==> config.mk <==
export PLATFORM = sky130hd
export DESIGN_NAME = frac_bin2bcd_seq_flat
export DESIGN_NICKNAME = d
export VERILOG_FILES = /design/src/rtl/frac_bin2bcd_seq_pkg.sv /design/src/rtl/frac_bin2bcd_seq_if.sv /design/src/rtl/frac_bin2bcd_seq_add3.sv /design/src/rtl/frac_bin2bcd_seq.sv /design/src/flat_wrapper.sv
export SDC_FILE = /design/constraint.sdc
export NUM_CORES = 1
export LEC_CHECK = 0
export ABC_AREA = 1
export CORE_MARGIN = 1.5
export CORE_UTILIZATION = 55
export CTS_BUF_LIST = sky130_fd_sc_hd__clkbuf_16
export CTS_CLUSTER_DIAMETER = 120
export DETAILED_ROUTE_END_ITERATION = 8
export PLACE_DENSITY = 0.91
export REMOVE_ABC_BUFFERS = 1
export SYNTH_ARGS = -nofsm -noshare
export SYNTH_HDL_FRONTEND = slang
export SYNTH_SLANG_ARGS = --single-unit
==> constraint.sdc <==
create_clock -name clk -period 1.45 [get_ports clk]
set_input_delay 0.29 -clock clk [delete_from_list [all_inputs] [get_ports clk]]
set_output_delay 0.29 -clock clk [all_outputs]
set_load 0.05 [all_outputs]
==> src/rtl/frac_bin2bcd_seq_pkg.sv <==
`default_nettype none
// ============================================================================
// Module  : frac_bin2bcd_seq_pkg
// Purpose : Shared constants and FSM state encoding for the sequential
//           binary-to-BCD converter that sits behind the fraction-to-decimal
//           stage.
// Contents: W_DEF / ND_DEF / PW_DEF - default binary width, BCD digit count
//           and point-field width (shared with the fraction stage)
//           state_e                 - converter FSM states
// Revision: 1.0 - initial release
// ============================================================================
package frac_bin2bcd_seq_pkg;

    localparam int W_DEF  = 24;
    localparam int ND_DEF = 8;
    localparam int PW_DEF = 5;

    typedef enum logic [1:0] {
        S_IDLE  = 2'd0,
        S_SHIFT = 2'd1,
        S_DONE  = 2'd2
    } state_e;

endpackage
`default_nettype wire

==> src/rtl/frac_bin2bcd_seq_if.sv <==
`default_nettype none
// ============================================================================
// Module  : frac_bin2bcd_seq_if
// Purpose : Upstream and downstream valid/ready handshake bundle of the
//           binary-to-BCD converter.
// Signals : in_valid/in_ready/bin_in/point_in   - request from fraction stage
//           out_valid/out_ready/bcd_out/point_out - result to display stage
//           busy                                - converter is shifting
// Modports: master - environment side (drives requests, accepts results)
//           slave  - converter side
// Revision: 1.0 - initial release
// ============================================================================
interface frac_bin2bcd_seq_if
    import frac_bin2bcd_seq_pkg::*;
#(
    parameter int W  = W_DEF,
    parameter int ND = ND_DEF,
    parameter int PW = PW_DEF
);

    logic            in_valid;
    logic            in_ready;
    logic [W-1:0]    bin_in;
    logic [PW-1:0]   point_in;
    logic            out_valid;
    logic            out_ready;
    logic [4*ND-1:0] bcd_out;
    logic [PW-1:0]   point_out;
    logic            busy;

    modport master (
        output in_valid, bin_in, point_in, out_ready,
        input  in_ready, out_valid, bcd_out, point_out, busy
    );

    modport slave (
        input  in_valid, bin_in, point_in, out_ready,
        output in_ready, out_valid, bcd_out, point_out, busy
    );

endinterface
`default_nettype wire

==> src/rtl/frac_bin2bcd_seq_add3.sv <==
`default_nettype none
// ============================================================================
// Module  : frac_bin2bcd_seq_add3
// Purpose : Double-dabble digit correction: adds 3 to a BCD digit that is 5 or
//           more so the following left shift carries correctly into the next
//           decimal digit. Purely combinational.
// Ports   : digit_i [3:0] - BCD digit before correction
//           digit_o [3:0] - corrected digit (no carry out)
// Revision: 1.0 - initial release
// ============================================================================
module frac_bin2bcd_seq_add3 (
    input  wire logic [3:0] digit_i,
    output logic      [3:0] digit_o
);

    always_comb begin
        digit_o = digit_i;
        if (digit_i >= 4'd5) begin
            digit_o = digit_i + 4'd3;
        end
    end

endmodule
`default_nettype wire

==> src/rtl/frac_bin2bcd_seq.sv <==
`default_nettype none
// ============================================================================
// Module  : frac_bin2bcd_seq
// Purpose : Converts the W-bit binary decimal-fraction value to ND packed BCD
//           digits by shift-add-3 (double dabble), one bit per clock, and
//           forwards the leading-zero point count alongside the digits.
// Ports   : clk   - rising-edge clock
//           rst_n - asynchronous active-low reset
//           bus   - handshake bundle (slave side):
//                   in_valid/in_ready/bin_in/point_in    request
//                   out_valid/out_ready/bcd_out/point_out result
//                   busy                                 high while shifting
// Timing  : result valid W clocks after the accept edge; one conversion per
//           W+2 clocks when the downstream is always ready.
// Revision: 1.0 - initial release
// ============================================================================
module frac_bin2bcd_seq
    import frac_bin2bcd_seq_pkg::*;
#(
    parameter int W  = W_DEF,
    parameter int ND = ND_DEF,
    parameter int PW = PW_DEF
) (
    input wire logic          clk,
    input wire logic          rst_n,
    frac_bin2bcd_seq_if.slave bus
);

    localparam int             CW       = $clog2(W);
    localparam logic [CW-1:0]  CNT_LAST = CW'(W - 1);

    state_e            state_q, state_d;
    logic [W-1:0]      bin_q,   bin_d;
    logic [4*ND-1:0]   acc_q,   acc_d;
    logic [PW-1:0]     pnt_q,   pnt_d;
    logic [CW-1:0]     cnt_q,   cnt_d;
    logic [4*ND-1:0]   bcd_q,   bcd_d;
    logic [PW-1:0]     pout_q,  pout_d;
    logic              ov_q,    ov_d;

    // Accumulator after the per-digit +3 correction of this iteration.
    logic [4*ND-1:0]   adj_w;

    for (genvar gi = 0; gi < ND; gi++) begin : g_digit
        frac_bin2bcd_seq_add3 u_add3 (
            .digit_i (acc_q[4*gi +: 4]),
            .digit_o (adj_w[4*gi +: 4])
        );
    end

    always_ff @(posedge clk or negedge rst_n) begin
        if (!rst_n) begin
            state_q <= S_IDLE;
            bin_q   <= '0;
            acc_q   <= '0;
            pnt_q   <= '0;
            cnt_q   <= '0;
            bcd_q   <= '0;
            pout_q  <= '0;
            ov_q    <= 1'b0;
        end else begin
            state_q <= state_d;
            bin_q   <= bin_d;
            acc_q   <= acc_d;
            pnt_q   <= pnt_d;
            cnt_q   <= cnt_d;
            bcd_q   <= bcd_d;
            pout_q  <= pout_d;
            ov_q    <= ov_d;
        end
    end

    always_comb begin
        state_d = state_q;
        bin_d   = bin_q;
        acc_d   = acc_q;
        pnt_d   = pnt_q;
        cnt_d   = cnt_q;
        bcd_d   = bcd_q;
        pout_d  = pout_q;
        ov_d    = ov_q;

        case (state_q)
            S_IDLE: begin
                if (bus.in_valid) begin
                    bin_d   = bus.bin_in;
                    acc_d   = '0;
                    pnt_d   = bus.point_in;
                    cnt_d   = '0;
                    state_d = S_SHIFT;
                end
            end

            S_SHIFT: begin
                // Corrected accumulator and binary register shift as one word.
                {acc_d, bin_d} = {adj_w[4*ND-2:0], bin_q, 1'b0};
                if (cnt_q == CNT_LAST) begin
                    // The last shift goes straight into the output register so
                    // the result appears on the same edge that enters DONE.
                    bcd_d   = {adj_w[4*ND-2:0], bin_q[W-1]};
                    pout_d  = pnt_q;
                    ov_d    = 1'b1;
                    state_d = S_DONE;
                end else begin
                    cnt_d = cnt_q + CW'(1);
                end
            end

            S_DONE: begin
                if (bus.out_ready) begin
                    ov_d    = 1'b0;
                    state_d = S_IDLE;
                end
            end

            default: begin
                state_d = S_IDLE;
            end
        endcase
    end

    assign bus.in_ready  = (state_q == S_IDLE);
    assign bus.busy      = (state_q == S_SHIFT);
    assign bus.out_valid = ov_q;
    assign bus.bcd_out   = bcd_q;
    assign bus.point_out = pout_q;

endmodule
`default_nettype wire

==> src/flat_wrapper.sv <==
// flat-port wrapper written by rule: the top's interface ports become plain ports
module frac_bin2bcd_seq_flat import frac_bin2bcd_seq_pkg::*;
#(
    parameter int W  = W_DEF,
    parameter int ND = ND_DEF,
    parameter int PW = PW_DEF
)
  (clk, rst_n, bus_in_valid, bus_bin_in, bus_point_in, bus_out_ready, bus_in_ready, bus_out_valid, bus_bcd_out, bus_point_out, bus_busy);
  frac_bin2bcd_seq_if #(.W(W), .ND(ND), .PW(PW)) bus_i ();
  input wire logic clk;
  input wire logic rst_n;
  input wire logic [$bits(bus_i.in_valid)-1:0] bus_in_valid;
  input wire logic [$bits(bus_i.bin_in)-1:0] bus_bin_in;
  input wire logic [$bits(bus_i.point_in)-1:0] bus_point_in;
  input wire logic [$bits(bus_i.out_ready)-1:0] bus_out_ready;
  output wire logic [$bits(bus_i.in_ready)-1:0] bus_in_ready;
  output wire logic [$bits(bus_i.out_valid)-1:0] bus_out_valid;
  output wire logic [$bits(bus_i.bcd_out)-1:0] bus_bcd_out;
  output wire logic [$bits(bus_i.point_out)-1:0] bus_point_out;
  output wire logic [$bits(bus_i.busy)-1:0] bus_busy;
  assign bus_i.in_valid = bus_in_valid;
  assign bus_i.bin_in = bus_bin_in;
  assign bus_i.point_in = bus_point_in;
  assign bus_i.out_ready = bus_out_ready;
  assign bus_in_ready = bus_i.in_ready;
  assign bus_out_valid = bus_i.out_valid;
  assign bus_bcd_out = bus_i.bcd_out;
  assign bus_point_out = bus_i.point_out;
  assign bus_busy = bus_i.busy;
  frac_bin2bcd_seq #(.W(W), .ND(ND), .PW(PW)) u_core (.clk(clk), .rst_n(rst_n), .bus(bus_i));
endmodule
==> impl_metrics.ini, run 1 <==
[global_routing]
grt_pass1_wl_um = 23400
use_met3 = 0.0411
grt_usage = 0.296
grt_max_degree = 107
grt_pass1_vias = 5067
overflow = 0
top_usage_layer = met2
grt_antenna_before_repair = 0
use_met2 = 0.511
grt_use_met1 = 0.368

[run]
max-cap-violations = 0

[clocking]
cts.sinks = 106
hold_buffers = 0
clock_path_buffers = 2
clock_latency_ps = 340
cts_root_buf = clkbuf_16
cts_tree = done
clk_pin_slew_ps = 70
numCtsBuffers = 9
cts_max_level = 3

[timing]
finalCritPeriodShare = 1.06
finalSetupViolCount = 41
slew_headroom = 0.603
min_period_ps = 1540
setup-tns-final_ps = -2200
fin_skew_ps = 5.97
final_hold_viol_count = 8
slew_violations = 0
fmax_mhz = 649
tightestPinTransition_ps = 596
rsz0062_at_grt = true
final.setup.worst_slack_ps = -91.1
hold_ws_ps = -40.4

[routing]
routedWlPerCell_um = 16.9
dr.pass1.iters = 7
wl_um = 14900
via_count = 5216
drtIter0Drc = 536
ant_nets = 0
viasPerCell = 5.91
drc_errors = 0

[floorplanning]
rows = 35
die_x_um = 100
io_pins = 73
coreArea_um2 = 9200
start_util = 0.564
die_area_um2 = 10000
dieHeight_um = 100

[critical_path]
worstSetupPathType = register to register
cp.arrival_ps = 1750
startpoint_type = register
cp.required_ps = 1650
worstPathMaxFanout = 18
end_kind = register

[placement]
port_buffers = 72
dp_slack_ps = -120
gp_congestion = 0.844
place_inst = 848
hpwl_um = 8580

[yosys]
yosysSeqAreaShare = 0.512
syn_area_per_cell_um2 = 7.74
synth_cell_type_count = 18
synth_seq_cells = 106
syn-cell-area_um2 = 5180
syn_inst = 670
synth-warning-count = 0

[cells_and_area]
register_area_um2 = 2660
layout-drive-gt1-share = 0.166
final_nets = 818
final_cells = 883
antenna_cells = 0
syn2layout_area_growth_pct = 36.9
fill_cells = 562
multi_input_area_um2 = 2310

[power]
p_leak_nw = 3.73
ir_worst_vdd_uv = 1580
power_density_nw_per_um2 = 2500

[worst_hold_path]
min_path_type = primary input to async pin

[status]
failed_checks = negative hold slack, negative setup slack
status = complete, but fails checks
[final timing paths]
check | start | endpoint | slack (ps) | cells past startpoint
worst min-delay path | rst_n | u_core.bus.bcd_out[11] | -40 | 2
min in group clk | u_core.bin_q[7] | u_core.bin_q[7] | 480 | 2
worst min register to register | u_core.bin_q[7] | u_core.bin_q[7] | 480 | 2
worst max register to register | u_core.cnt_q[0] | u_core.bus.bcd_out[31] | -90 | 8
worst max-delay path | u_core.cnt_q[0] | u_core.bus.bcd_out[31] | -90 | 8
max in group asynchronous | rst_n | u_core.state_q[0] | 960 | 2
[Yosys cell counts]
library cell  instances  area share
a21boi_0              2      0.0029
buf_2                 9      0.0087
buf_4                 6      0.0087
buf_6                 4      0.0087
clkbuf_1              5      0.0036
dfrtp_1             106        0.51
ha_1                 17       0.041
inv_1                39       0.028
inv_2                 4      0.0029
nand2_1             339        0.25
nand2_2               2      0.0024
nand3_1              67       0.065
nand4_1              19       0.023
nor2_1               14       0.010
nor3_1                1     0.00096
o21ai_0              28       0.027
o22ai_1               7      0.0084
o31ai_1               1      0.0014
[cell type report]
| type | count | share of cell area |
|---|---|---|
| Inverter | 43 | 0.0231 |
| Timing Repair Buffer | 111 | 0.220 |
| Sequential cell | 106 | 0.374 |
| Clock inverter | 6 | 0.00511 |
| Multi-Input combinational cell | 497 | 0.326 |
| Tap cell | 111 | 0.0196 |
| Clock buffer | 9 | 0.0317 |
[timing repair]
| item | CTS | global route |
|---|---|---|
| gates cloned | 1 | 1 |
| gates resized for setup | 9 | 33 |
| buffers inserted | 9 | 10 |
| setup endpoints to repair | 42 | 72 |
| pin swaps | 2 | 3 |
[metrics by stage]
stage,power [W],utilization,area (µm²)
floorplan,0.0105,-,5030
global placement,0.0138,0.709,6520
detailed placement,0.0144,0.709,6520
CTS,0.0169,0.751,6900
global route,0.0188,0.771,7090
finish,0.0177,0.771,7090
[kinds of logic after synthesis]
| kind of cell | synth area share |
|---|---|
| simple gates | 0.347 |
| buf+inv | 0.0608 |
| flops | 0.512 |
| fa+ha+maj | 0.0410 |
| compound gates | 0.0398 |
[metal layers]
metal  vias to the layer above  wire, µm
met1                      2451      5540
li1                       2325         -
met3                        88      1200
met5                         -         0
met4                         0       688
met2                       352      7490
[registers in the layout (all words and copies together), names as in the netlist]
name and flops:
u_core.state_q 2, u_core.bin_q 24, u_core.bus.point_out 5, u_core.acc_q 32, u_core.cnt_q 5, u_core.bus.out_valid 1, u_core.pnt_q 5, u_core.bus.bcd_out 32
[cell usage in the layout, fill, tap and decap left out]
cell type        instances
o21ai_1                  2
o21ai_2                  1
nand3_2                  7
o22ai_1                  7
clkinv_2                 2
nand3_4                  1
ha_2                     2
buf_4                   27
ha_1                    15
nor2_2                   1
clkinvlp_4               3
clkbuf_16               10
inv_1                   35
inv_4                    1
nand3_1                 59
buf_6                    3
nand2_2                  6
dfrtp_2                  2
o21ai_0                 25
bufbuf_16                1
inv_2                    8
nor2_1                  12
buf_12                  47
nor2_4                   1
nand2_4                  2
o31ai_1                  1
a21boi_2                 2
nand2_1                333
buf_8                    1
nor3_1                   1
clkdlybuf4s50_1         31
dfrtp_1                104
nand4_1                 19
[critical path, stage by stage, from the launching register on]
cell and delay [ps]:
dfrtp_1 370, ha_2 210, nand2_1 90, inv_2 80, nand4_1 170, buf_6 200, buf_12 160, nand2_1 50
o21ai_0 70
[power by group]
group          internal (W)  leakage, nW  total (W)  switching [W]
clock               0.00114        0.124    0.00221        0.00106
sequential          0.00429         1.35    0.00553        0.00124
combinational       0.00400         2.26    0.00998        0.00598
total               0.00943         3.73     0.0177        0.00828
Power figures use the tool's default switching activity.
==> inputs of run 2 (changes only) <==
--- a/config.mk
+++ b/config.mk
@@ -13,6 +13,7 @@
 export DETAILED_ROUTE_END_ITERATION = 8
 export PLACE_DENSITY = 0.91
 export REMOVE_ABC_BUFFERS = 1
+export SETUP_SLACK_MARGIN = 0.15
 export SYNTH_ARGS = -nofsm -noshare
 export SYNTH_HDL_FRONTEND = slang
 export SYNTH_SLANG_ARGS = --single-unit
==> run 2 against run 1 <==
- the flow still finishes with violations (negative hold slack, negative setup slack)
- total power increased by 22%
- hold slack improved by 35 ps
- flip-flop and latch count unchanged
- clock-buffer cell count unchanged
- die area unchanged
- worst setup slack got worse by 150 ps
- utilization increased by 12 points
- critical path type unchanged
==> impl_metrics.ini, run 2 (synthesis gave the netlist of run 1 again) <==
[status]
status = complete, but fails checks
failed_checks = negative hold slack, negative setup slack

[timing]
finalSetupViolCount = 94
final_hold_viol_count = 4
hold_ws_ps = -5.04
tightestPinTransition_ps = 576
rsz0062_at_grt = true
slew_violations = 0
slew_headroom = 0.616
finalCritPeriodShare = 1.16
min_period_ps = 1690
fin_skew_ps = 8.55
final.setup.worst_slack_ps = -237
fmax_mhz = 593
setup-tns-final_ps = -10050

[placement]
port_buffers = 72
place_inst = 848
postPlaceCellArea_um2 = 6520
hpwl_um = 8580
gp_congestion = 0.844

[global_routing]
overflow = 0
grt_max_degree = 107
grt_antenna_before_repair = 0
grt_pass1_vias = 5451
grt_usage = 0.338
grt_pass1_wl_um = 26400

[routing]
via_count = 6301
dr.pass1.iters = 8
ant_nets = 0
wl_um = 24000
routedWlPerCell_um = 26.1
drc_errors = 0
viasPerCell = 6.84
drtIter0Drc = 832

[critical_path]
cp.arrival_ps = 1920
startpoint_type = register
worstPathMaxFanout = 9
worstSetupPathType = register to register
r2r-start = u_core.state_q[1]
cp.required_ps = 1680
rr_endpoint = u_core.bin_q[16]
rr_worst_depth = 9
r2r_slack_ps = -240
end_kind = register

[power]
p_int_w = 0.0108
power_frac_seq = 0.276
ir_worst_vdd_uv = 2040
p_comb_frac = 0.616
p_leak_nw = 4.11
power_density_nw_per_um2 = 2650
power_w = 0.0217
clkPwrFrac = 0.109
switchingPower_w = 0.0109
swShare = 0.504

[cells_and_area]
final_cells = 921
syn2layout_area_growth_pct = 57.8
final_common_cell = nand2_1
stdcell_area_um2 = 8180
layout-drive-gt1-share = 0.357
final_nets = 856
layout_common_cells = 251 x nand2_1, 104 x dfrtp_1, 65 x nand2_2
antenna_cells = 0

[floorplanning]
start_util = 0.564
die_area_um2 = 10000
die_x_um = 100
io_pins = 73
dieHeight_um = 100
coreArea_um2 = 9200
rows = 35

[clocking]
clock_latency_ps = 360
cts_root_buf = clkbuf_16
hold_buffers = 0
clock_path_buffers = 2
numCtsBuffers = 9
cts.sinks = 106
clk_pin_slew_ps = 80
cts_max_level = 3
cts_tree = done

[run]
max-cap-violations = 0

[worst_hold_path]
min_path_type = primary input to async pin
## run 2: layout make-up
type,instances,area [µm²]
flip-flops and latches,106,2660
clock inverters,6,36.3
multi-input cells,497,2840
fillers,341,1020
repair buffers,149,2110
inverters,43,171
clock buffers,9,225
well taps,111,139
## run 2: worst max-delay path by stage
| stage | start | end |
|---|---|---|
| 6_report | u_core.state_q[1] | u_core.bin_q[16] |
| 5_1_grt | u_core.state_q[1] | u_core.bin_q[17] |
| 4_1_cts | u_core.state_q[1] | bus_busy |
| 3_5_place_dp | u_core.state_q[1] | u_core.bus.bcd_out[3] |
| 3_3_place_gp | u_core.state_q[1] | u_core.bus.bcd_out[3] |
| 2_1_floorplan | u_core.state_q[1] | u_core.bus.bcd_out[0] |
## run 2: through the flow
| step | utilization | setup WS, ps |
|---|---|---|
| after floorplan | - | -1640 |
| after global placement | 0.709 | -56.1 |
| after detailed placement | 0.709 | -120 |
| after CTS | 0.786 | -31.1 |
| after global routing | 0.889 | -233 |
| final | 0.889 | -237 |
## run 2: per-layer routing
layer,part of all wire,wire [µm],up-vias,track usage
met5,0,0,-,0
li1,-,-,2413,-
met4,0.10,2490,0,0.216
met2,0.45,10800,714,0.569
met3,0.13,3140,285,0.0689
met1,0.32,7580,2889,0.397
## run 2: power groups by stage
| stage | clock network [W] | logic, W | registers (W) |
|---|---|---|---|
| finish | 0.00236 | 0.0134 | 0.00598 |
| global route | 0.00243 | 0.0138 | 0.00599 |
| CTS | 0.00221 | 0.00981 | 0.00546 |
| detailed placement | 0 | 0.00891 | 0.00547 |
| global placement | 0 | 0.00843 | 0.00536 |
| floorplan | 0 | 0.00403 | 0.00647 |
## run 2: worst max-delay path, cell delays in order, from the launching register on
cell,delay [ps]
dfrtp_1,410
inv_2,100
nand2_4,80
buf_4,150
buf_12,140
buf_4,170
nand2_1,100
nand2_1,160
nand2_1,130
nand2_1,100
## run 2: repair_timing
action	4_1_cts	5_1_grt
pin swaps	5	34
buffers inserted	20	23
setup endpoints to repair	82	108
cloned	3	12
gates resized for setup	81	159
